`src/rtl/frogger_pkg.sv`:
```
// Shared Frogger types: keycodes, sprite orientation and frog life-cycle states.
// Latency: none; this file holds declarations and pure functions only.
// Backpressure: not applicable.
package frogger_pkg;

  localparam logic [7:0] KEY_W = 8'h1A;
  localparam logic [7:0] KEY_A = 8'h04;
  localparam logic [7:0] KEY_S = 8'h16;
  localparam logic [7:0] KEY_D = 8'h07;

  typedef enum logic [1:0] {UP = 2'd0, LEFT = 2'd1, DOWN = 2'd2, RIGHT = 2'd3} dir_t;

  typedef enum logic [1:0] {IDLE = 2'd0, HOP = 2'd1, DEAD = 2'd2, OVER = 2'd3} frog_state_t;

  // True for the four movement keys; everything else (including 0x00) is ignored.
  function automatic logic key_is_move(input logic [7:0] k);
    return (k == KEY_W) || (k == KEY_A) || (k == KEY_S) || (k == KEY_D);
  endfunction

  // Only meaningful when key_is_move(k) holds.
  function automatic dir_t key_to_dir(input logic [7:0] k);
    case (k)
      KEY_W:   return UP;
      KEY_A:   return LEFT;
      KEY_S:   return DOWN;
      default: return RIGHT;
    endcase
  endfunction

endpackage

```
`src/rtl/frog_motion_if.sv`:
```
// Bundle between game logic / renderer and the frog controller.
// Latency: none; plain wires.
// Backpressure: none; keycode/hit/restart are level or pulse inputs.
interface frog_motion_if;
  logic [7:0] keycode;
  logic       hit;
  logic       restart;
  logic [9:0] BallX;
  logic [9:0] BallY;
  logic [1:0] frog_dir;
  logic       hopping;
  logic       dead;
  logic       game_over;
  logic [1:0] lives;
  logic [7:0] score;

  modport master (
    output keycode, hit, restart,
    input  BallX, BallY, frog_dir, hopping, dead, game_over, lives, score
  );

  modport slave (
    input  keycode, hit, restart,
    output BallX, BallY, frog_dir, hopping, dead, game_over, lives, score
  );
endinterface

```
`src/rtl/frame_tick_sync.sv`:
```
// Brings frame_clk into the Clk domain and emits a one-cycle tick per rising edge.
// Latency: tick is high 3 Clk cycles after the frame_clk rise (2 sync flops + registered edge).
// Backpressure: none; a tick is never held or queued.
module frame_tick_sync (
  input  logic Clk,
  input  logic Reset_n,
  input  logic frame_clk,
  output logic tick
);

  logic meta_q, sync_q, prev_q, tick_q;
  logic tick_d;

  assign tick_d = sync_q & ~prev_q;

  // Two-flop synchronizer, delayed copy for edge detection, registered tick.
  always_ff @(posedge Clk or negedge Reset_n) begin
    if (!Reset_n) begin
      meta_q <= 1'b0;
      sync_q <= 1'b0;
      prev_q <= 1'b0;
      tick_q <= 1'b0;
    end else begin
      meta_q <= frame_clk;
      sync_q <= meta_q;
      prev_q <= sync_q;
      tick_q <= tick_d;
    end
  end

  assign tick = tick_q;

endmodule

```
`src/rtl/frog_motion.sv`:
```
// Frog position/life controller: keycodes become animated tile hops, with death, respawn and scoring.
// Latency: outputs change on the Clk edge after a frame tick; restart acts on the next Clk edge.
// Backpressure: one pending key slot; presses outside IDLE are dropped, held keys do not repeat.
module frog_motion
  import frogger_pkg::*;
#(
  parameter int START_X      = 312,
  parameter int START_Y      = 464,
  parameter int STEP         = 16,
  parameter int HOP_FRAMES   = 4,
  parameter int X_MAX        = 623,
  parameter int Y_MAX        = 464,
  parameter int DEATH_FRAMES = 30,
  parameter int LIVES        = 3
) (
  input  logic           Clk,
  input  logic           Reset_n,
  input  logic           frame_clk,
  frog_motion_if.slave   bus
);

  localparam logic [9:0]  START_X_C = 10'(START_X);
  localparam logic [9:0]  START_Y_C = 10'(START_Y);
  localparam logic [9:0]  HOP_PX    = 10'(STEP / HOP_FRAMES);
  localparam logic [10:0] STEP_W    = 11'(STEP);
  localparam logic [10:0] X_MAX_W   = 11'(X_MAX);
  localparam logic [10:0] Y_MAX_W   = 11'(Y_MAX);
  localparam logic [7:0]  HOP_LAST  = 8'(HOP_FRAMES - 1);
  localparam logic [7:0]  DEATH_LAST = 8'(DEATH_FRAMES - 1);
  localparam logic [1:0]  LIVES_C   = 2'(LIVES);

  logic        tick;
  frog_state_t state_q, state_d;
  logic [9:0]  x_q, x_d, y_q, y_d;
  dir_t        dir_q, dir_d;
  logic [1:0]  lives_q, lives_d;
  logic [7:0]  score_q, score_d;
  logic [7:0]  hop_cnt_q, hop_cnt_d;
  logic [7:0]  death_cnt_q, death_cnt_d;
  logic        pend_vld_q, pend_vld_d;
  dir_t        pend_dir_q, pend_dir_d;
  logic [7:0]  key_prev_q;
  logic        press;
  dir_t        mv_dir;
  logic [9:0]  mv_x, mv_y;
  logic        tgt_ok;

  frame_tick_sync u_tick (
    .Clk       (Clk),
    .Reset_n   (Reset_n),
    .frame_clk (frame_clk),
    .tick      (tick)
  );

  assign press = key_is_move(bus.keycode) && (bus.keycode != key_prev_q);

  // One animation step in the active direction, plus whether the full tile hop stays on the playfield.
  always_comb begin
    mv_dir = (state_q == IDLE) ? pend_dir_q : dir_q;
    mv_x   = x_q;
    mv_y   = y_q;
    tgt_ok = 1'b0;
    case (mv_dir)
      UP:    begin mv_y = y_q - HOP_PX; tgt_ok = {1'b0, y_q} >= STEP_W; end
      LEFT:  begin mv_x = x_q - HOP_PX; tgt_ok = {1'b0, x_q} >= STEP_W; end
      DOWN:  begin mv_y = y_q + HOP_PX; tgt_ok = ({1'b0, y_q} + STEP_W) <= Y_MAX_W; end
      RIGHT: begin mv_x = x_q + HOP_PX; tgt_ok = ({1'b0, x_q} + STEP_W) <= X_MAX_W; end
      default: ;
    endcase
  end

  // Next-state: restart from OVER, otherwise per-tick motion/death, then key capture.
  always_comb begin
    state_d     = state_q;
    x_d         = x_q;
    y_d         = y_q;
    dir_d       = dir_q;
    lives_d     = lives_q;
    score_d     = score_q;
    hop_cnt_d   = hop_cnt_q;
    death_cnt_d = death_cnt_q;
    pend_vld_d  = pend_vld_q;
    pend_dir_d  = pend_dir_q;

    if (bus.restart && (state_q == OVER)) begin
      state_d     = IDLE;
      x_d         = START_X_C;
      y_d         = START_Y_C;
      dir_d       = UP;
      lives_d     = LIVES_C;
      score_d     = 8'd0;
      hop_cnt_d   = 8'd0;
      death_cnt_d = 8'd0;
      pend_vld_d  = 1'b0;
      pend_dir_d  = UP;
    end else if (tick) begin
      if (bus.hit && ((state_q == IDLE) || (state_q == HOP))) begin
        // Collision wins over movement: position freezes where it is.
        lives_d    = lives_q - 2'd1;
        pend_vld_d = 1'b0;
        if (lives_q == 2'd1) begin
          state_d = OVER;
        end else begin
          state_d     = DEAD;
          death_cnt_d = DEATH_LAST;
        end
      end else begin
        case (state_q)
          IDLE: begin
            if (pend_vld_q) begin
              dir_d      = pend_dir_q;
              pend_vld_d = 1'b0;
              if (tgt_ok) begin
                state_d   = HOP;
                hop_cnt_d = HOP_LAST;
                x_d       = mv_x;
                y_d       = mv_y;
              end
            end
          end
          HOP: begin
            if (hop_cnt_q == 8'd0) begin
              state_d = IDLE;
              if (y_q == 10'd0) begin
                score_d = (score_q == 8'hFF) ? score_q : score_q + 8'd1;
                x_d     = START_X_C;
                y_d     = START_Y_C;
              end
            end else begin
              hop_cnt_d = hop_cnt_q - 8'd1;
              x_d       = mv_x;
              y_d       = mv_y;
            end
          end
          DEAD: begin
            if (death_cnt_q == 8'd0) begin
              state_d = IDLE;
              x_d     = START_X_C;
              y_d     = START_Y_C;
              dir_d   = UP;
            end else begin
              death_cnt_d = death_cnt_q - 8'd1;
            end
          end
          default: ;
        endcase
      end
    end

    // A press landing on a tick cycle survives the tick's consumption and is used next frame.
    if (press && (state_q == IDLE)) begin
      pend_vld_d = 1'b1;
      pend_dir_d = key_to_dir(bus.keycode);
    end
  end

  // State and datapath registers.
  always_ff @(posedge Clk or negedge Reset_n) begin
    if (!Reset_n) begin
      state_q     <= IDLE;
      x_q         <= START_X_C;
      y_q         <= START_Y_C;
      dir_q       <= UP;
      lives_q     <= LIVES_C;
      score_q     <= 8'd0;
      hop_cnt_q   <= 8'd0;
      death_cnt_q <= 8'd0;
      pend_vld_q  <= 1'b0;
      pend_dir_q  <= UP;
      key_prev_q  <= 8'd0;
    end else begin
      state_q     <= state_d;
      x_q         <= x_d;
      y_q         <= y_d;
      dir_q       <= dir_d;
      lives_q     <= lives_d;
      score_q     <= score_d;
      hop_cnt_q   <= hop_cnt_d;
      death_cnt_q <= death_cnt_d;
      pend_vld_q  <= pend_vld_d;
      pend_dir_q  <= pend_dir_d;
      key_prev_q  <= bus.keycode;
    end
  end

  assign bus.BallX     = x_q;
  assign bus.BallY     = y_q;
  assign bus.frog_dir  = dir_q;
  assign bus.hopping   = (state_q == HOP);
  assign bus.dead      = (state_q == DEAD);
  assign bus.game_over = (state_q == OVER);
  assign bus.lives     = lives_q;
  assign bus.score     = score_q;

endmodule
```
`src/flat_wrapper.sv`:
```
// flat-port wrapper written by rule: the top's interface ports become plain ports
module frog_motion_flat import frogger_pkg::*;
#(
  parameter int START_X      = 312,
  parameter int START_Y      = 464,
  parameter int STEP         = 16,
  parameter int HOP_FRAMES   = 4,
  parameter int X_MAX        = 623,
  parameter int Y_MAX        = 464,
  parameter int DEATH_FRAMES = 30,
  parameter int LIVES        = 3
)
  (Clk, Reset_n, frame_clk, bus_keycode, bus_hit, bus_restart, bus_BallX, bus_BallY, bus_frog_dir, bus_hopping, bus_dead, bus_game_over, bus_lives, bus_score);
  frog_motion_if bus_i ();
  input  logic Clk;
  input  logic Reset_n;
  input  logic frame_clk;
  input wire logic [$bits(bus_i.keycode)-1:0] bus_keycode;
  input wire logic [$bits(bus_i.hit)-1:0] bus_hit;
  input wire logic [$bits(bus_i.restart)-1:0] bus_restart;
  output wire logic [$bits(bus_i.BallX)-1:0] bus_BallX;
  output wire logic [$bits(bus_i.BallY)-1:0] bus_BallY;
  output wire logic [$bits(bus_i.frog_dir)-1:0] bus_frog_dir;
  output wire logic [$bits(bus_i.hopping)-1:0] bus_hopping;
  output wire logic [$bits(bus_i.dead)-1:0] bus_dead;
  output wire logic [$bits(bus_i.game_over)-1:0] bus_game_over;
  output wire logic [$bits(bus_i.lives)-1:0] bus_lives;
  output wire logic [$bits(bus_i.score)-1:0] bus_score;
  assign bus_i.keycode = bus_keycode;
  assign bus_i.hit = bus_hit;
  assign bus_i.restart = bus_restart;
  assign bus_BallX = bus_i.BallX;
  assign bus_BallY = bus_i.BallY;
  assign bus_frog_dir = bus_i.frog_dir;
  assign bus_hopping = bus_i.hopping;
  assign bus_dead = bus_i.dead;
  assign bus_game_over = bus_i.game_over;
  assign bus_lives = bus_i.lives;
  assign bus_score = bus_i.score;
  frog_motion #(.START_X(START_X), .START_Y(START_Y), .STEP(STEP), .HOP_FRAMES(HOP_FRAMES), .X_MAX(X_MAX), .Y_MAX(Y_MAX), .DEATH_FRAMES(DEATH_FRAMES), .LIVES(LIVES)) u_core (.Clk(Clk), .Reset_n(Reset_n), .frame_clk(frame_clk), .bus(bus_i));
endmodule
```
`config.mk`:
```
export PLATFORM = sky130hd
export DESIGN_NAME = frog_motion_flat
export DESIGN_NICKNAME = d
export VERILOG_FILES = /design/src/rtl/frogger_pkg.sv /design/src/rtl/frog_motion_if.sv /design/src/rtl/frame_tick_sync.sv /design/src/rtl/frog_motion.sv /design/src/flat_wrapper.sv
export SDC_FILE = /design/constraint.sdc
export NUM_CORES = 1
export LEC_CHECK = 0
export BUFFER_PORTS_ARGS = -buffer_cell sky130_fd_sc_hd__buf_2
export CAP_MARGIN = 20
export CORE_ASPECT_RATIO = 0.8
export CORE_MARGIN = 5
export CORE_UTILIZATION = 25
export CTS_BUF_LIST = sky130_fd_sc_hd__clkbuf_4 sky130_fd_sc_hd__clkbuf_8
export DETAILED_ROUTE_END_ITERATION = 10
export GPL_ROUTABILITY_DRIVEN = 0
export PLACE_DENSITY_LB_ADDON = 0.2
export SYNTH_ARGS = -nofsm -noshare
export SYNTH_HDL_FRONTEND = slang
export SYNTH_HIERARCHICAL = 1
export SYNTH_SLANG_ARGS = --single-unit
```
`constraint.sdc`:
```
create_clock -name Clk -period 4.3 [get_ports Clk]
set_input_delay 1.075 -clock Clk [delete_from_list [all_inputs] [get_ports Clk]]
set_output_delay 1.075 -clock Clk [all_outputs]
set_load 0.1 [all_outputs]
```
==> metrics.yaml <==
status: "finished, final reports clean"
dpl.hpwl_um: 8199
via_per_inst: 4.902
hold_viol_final: 0
yosysSeqAreaShare_pct: 37.12
grt_max_degree: 35
syn-cell-area_sq_um: 4146
ys_ff_latch: 61
clock_path_buffers: 2
stdcell_area_sq_um: 4816
nets: 534
critical_path.max_stage_delay_ps: 420
rows: 42
grt_pass1_vias: 3503
path_clk_slew_ps: 70
post-synth-top-area-fraction_pct: 30.78
worstPathArrival_ps: 3520
fillers: 1745
placed_cells: 699
crit_type: "flip-flop to flip-flop"
cpMaxStageDelayCell: "dfrtp_1"
cts_root_buf: "clkbuf_8"
cts_setup_buffers: 0
period_share_pct: 76.05
syn2layout_area_growth_pct: 16.14
fin_util_pct: 29.37
numCtsBuffers: 9
cts.sinks: 61
synth_edf_count: 0
stdcell_count: 715
route.vias.total: 3505
start_util_pct: 25.29
drt-total-wl_um: 10940
drive_gt1_share_pct: 21.01
crit_fanout: 7
die_width_um: 154.0
portBuffers: 43
dpl_cell_area_sq_um: 4606
tightest_slew_ps: 956.3
worstPathCellList: "inv_1 -> ha_1 -> nor2b_1 -> a21oi_1 -> nand2_1 -> ha_1 -> a21oi_1 -> o211ai_1 -> o41ai_1 -> mux2i_1 -> nor2_1 -> a22o_1"
cts_tree: "built"
grt-busiest-layer: "met2"
rsz0062_at_grt: "false"
drc: 0
synth.area.top_cells: "dfrtp_1 (31%), ha_1 (8.8%), dfstp_2 (6.3%)"
pin_count: 48
finClkSkew_ps: 10.32
hp-class: "flip-flop to flip-flop"
yosys_warnings: 6
ys_types: 77
cp-start-kind: "flip-flop"
period_minus_slack_ps: 3270
drt_iter0_markers: 275
overflow: 0
antenna_cells: 0
htreeDepth: 3
grt_pass1_wl_um: 18040
core_area_sq_um: 16400
grt_usage_pct: 11.62
maxCapViolCount: 0
synth_top_cell_by_area: "dfrtp_1"
synthArstFlopShare_pct: 100.0
use_met1_pct: 16.05
use_met2_pct: 17.68
relSlewSlack_pct: 36.25
design.die.area_sq_um: 19280
worstPathRequired_ps: 4550
drt_first_pass_iters: 5
ant_nets: 0
ctsHoldBuffers: 0
max_freq_ghz: 0.3058
post_drt_wl_per_cell_um: 15.30
setup_violations: 0
antenna_found_initial: 0
cts_resized: 0
syn_inst: 442
setup_tns_ps: 0
clock_latency_ps: 360
ys.flop_type: "dfrtp_1"
syn_area_per_cell_sq_um: 9.381
die_y_um: 125.2
grtUsageMet3_pct: 3.212
final_max_slew_viol_count: 0
worst_setup_path_end_kind: "flip-flop"
-- per-stage QoR --
step / hold slack, ps / worst slack, ps
5_1_grt: 364.2 / 779.4
3_5_place_dp: 340.2 / 1057
6_report: 352.3 / 1030
4_1_cts: 356.3 / 1043
2_1_floorplan: 331.2 / 1169
3_3_place_gp: 344.2 / 1191
-- placed cells by master, fill, tap and decap left out, types with 3 or more instances in the layout --
| master | synthesis | layout |
|---|---|---|
| a211oi_1 | 4 | 4 |
| a21o_1 | 5 | 5 |
| a21oi_1 | 33 | 33 |
| a22o_1 | 3 | 3 |
| a31oi_1 | 7 | 7 |
| buf_2 | 1 | 43 |
| buf_4 | 4 | 4 |
| clkbuf_8 | 0 | 11 |
| conb_1 | 1 | 4 |
| dfrtp_1 | 51 | 51 |
| dfstp_2 | 10 | 10 |
| ha_1 | 29 | 29 |
| inv_1 | 22 | 22 |
| mux2_2 | 5 | 5 |
| mux2i_1 | 3 | 3 |
| nand2_1 | 32 | 32 |
| nand2b_1 | 6 | 6 |
| nand3_1 | 11 | 11 |
| nand4_1 | 5 | 5 |
| nor2_1 | 41 | 41 |
| nor2b_1 | 9 | 9 |
| nor3_1 | 8 | 8 |
| nor4_1 | 7 | 7 |
| o211ai_1 | 4 | 4 |
| o21ai_0 | 31 | 31 |
| o21bai_1 | 3 | 3 |
| o2bb2ai_1 | 8 | 8 |
| o31ai_1 | 6 | 6 |
| o41ai_1 | 4 | 4 |
| or3_1 | 5 | 5 |
| xnor2_1 | 8 | 8 |
| xor2_1 | 16 | 16 |
-- registers in the layout, summed over array words and instances (netlist names), 2 cells and up --
name / count
u_core/bus.score: 8
u_core/hop_cnt_q: 8
u_core/bus.lives: 2
u_core/bus.BallY: 8
u_core/bus.BallX: 8
u_core/pend_dir_q: 2
u_core/bus.frog_dir: 2
u_core/state_q: 2
u_core/key_prev_q: 8
u_core/death_cnt_q: 8
-- final timing paths --
| kind | from | to | slack [ps] | cells past startpoint |
|---|---|---|---|---|
| setup reg to reg | u_core/state_q[1] | u_core/bus.BallY[9] | 1030 | 12 |
| setup / recovery | u_core/state_q[1] | u_core/bus.BallY[9] | 1030 | 12 |
| hold / removal | u_core/u_tick/meta_q | u_core/u_tick/sync_q | 350 | 0 |
| min in group asynchronous | Reset_n | u_core/key_prev_q[6] | 740 | 1 |
| hold reg to reg | u_core/u_tick/meta_q | u_core/u_tick/sync_q | 350 | 0 |
| max in group asynchronous | Reset_n | u_core/bus.BallX[4] | 2620 | 2 |
-- cell type report --
cell class / count / area [sq um] / share of cell area [%]
clock inverters: 3 / 43.79 / 0.9093
repair buffers: 47 / 245.2 / 5.092
flip-flops and latches: 61 / 1539 / 31.96
multi-input cells: 349 / 2464 / 51.16
well taps: 220 / 275.3 / 5.716
inverters: 22 / 82.58 / 1.715
clock buffers: 13 / 166.4 / 3.455
-- worst max-delay path, delay by kind of cell (launching register included) --
kind | cells | cell delay, ps
mux | 1 | 300
simple gates | 3 | 430
fa+ha+maj | 2 | 610
compound gates | 5 | 1280
flops | 1 | 420
buf+inv | 1 | 110
-- per-layer routing --
layer	vias up	share of wire, %	routed length [um]
li1	1712	-	-
met1	1701	51	5542
met2	78	43	4697
met3	14	4.8	529
met4	0	1.5	167
met5	-	0	0
-- logic make-up after synthesis --
| logic type | Yosys count | share of synthesized area (%) |
|---|---|---|
| compound gates | 133 | 22.51 |
| other cells | 1 | 0.09044 |
| buf+inv | 35 | 3.741 |
| mux | 9 | 2.444 |
| simple gates | 148 | 19.31 |
| fa+ha+maj | 31 | 9.716 |
| xor+xnor | 24 | 5.069 |
| flops | 61 | 37.12 |
-- synthesized netlist by cell type (all sizes together) (2+ instances only) --
cell     count
dfrtp       51
nor2        43
a21oi       34
nand2       34
o21ai       33
ha          29
inv         22
xor2        16
nand3       11
dfstp       10
nor2b       10
nor3         9
o2bb2ai      8
xnor2        8
a31oi        7
buf          7
nor4         7
or3          7
clkbuf       6
mux2         6
nand2b       6
o31ai        6
a211oi       5
a21o         5
nand4        5
o211ai       5
a22o         4
o41ai        4
mux2i        3
o21bai       3
o311ai       3
or2b         3
a211o        2
a32o         2
a41o         2
and2         2
and3         2
fa           2
nor3b        2
nor4b        2
o22a         2
Power is left out: the tool's default activity adds up to more than one toggle a clock period on the data nets, which glitch-free logic cannot reach.
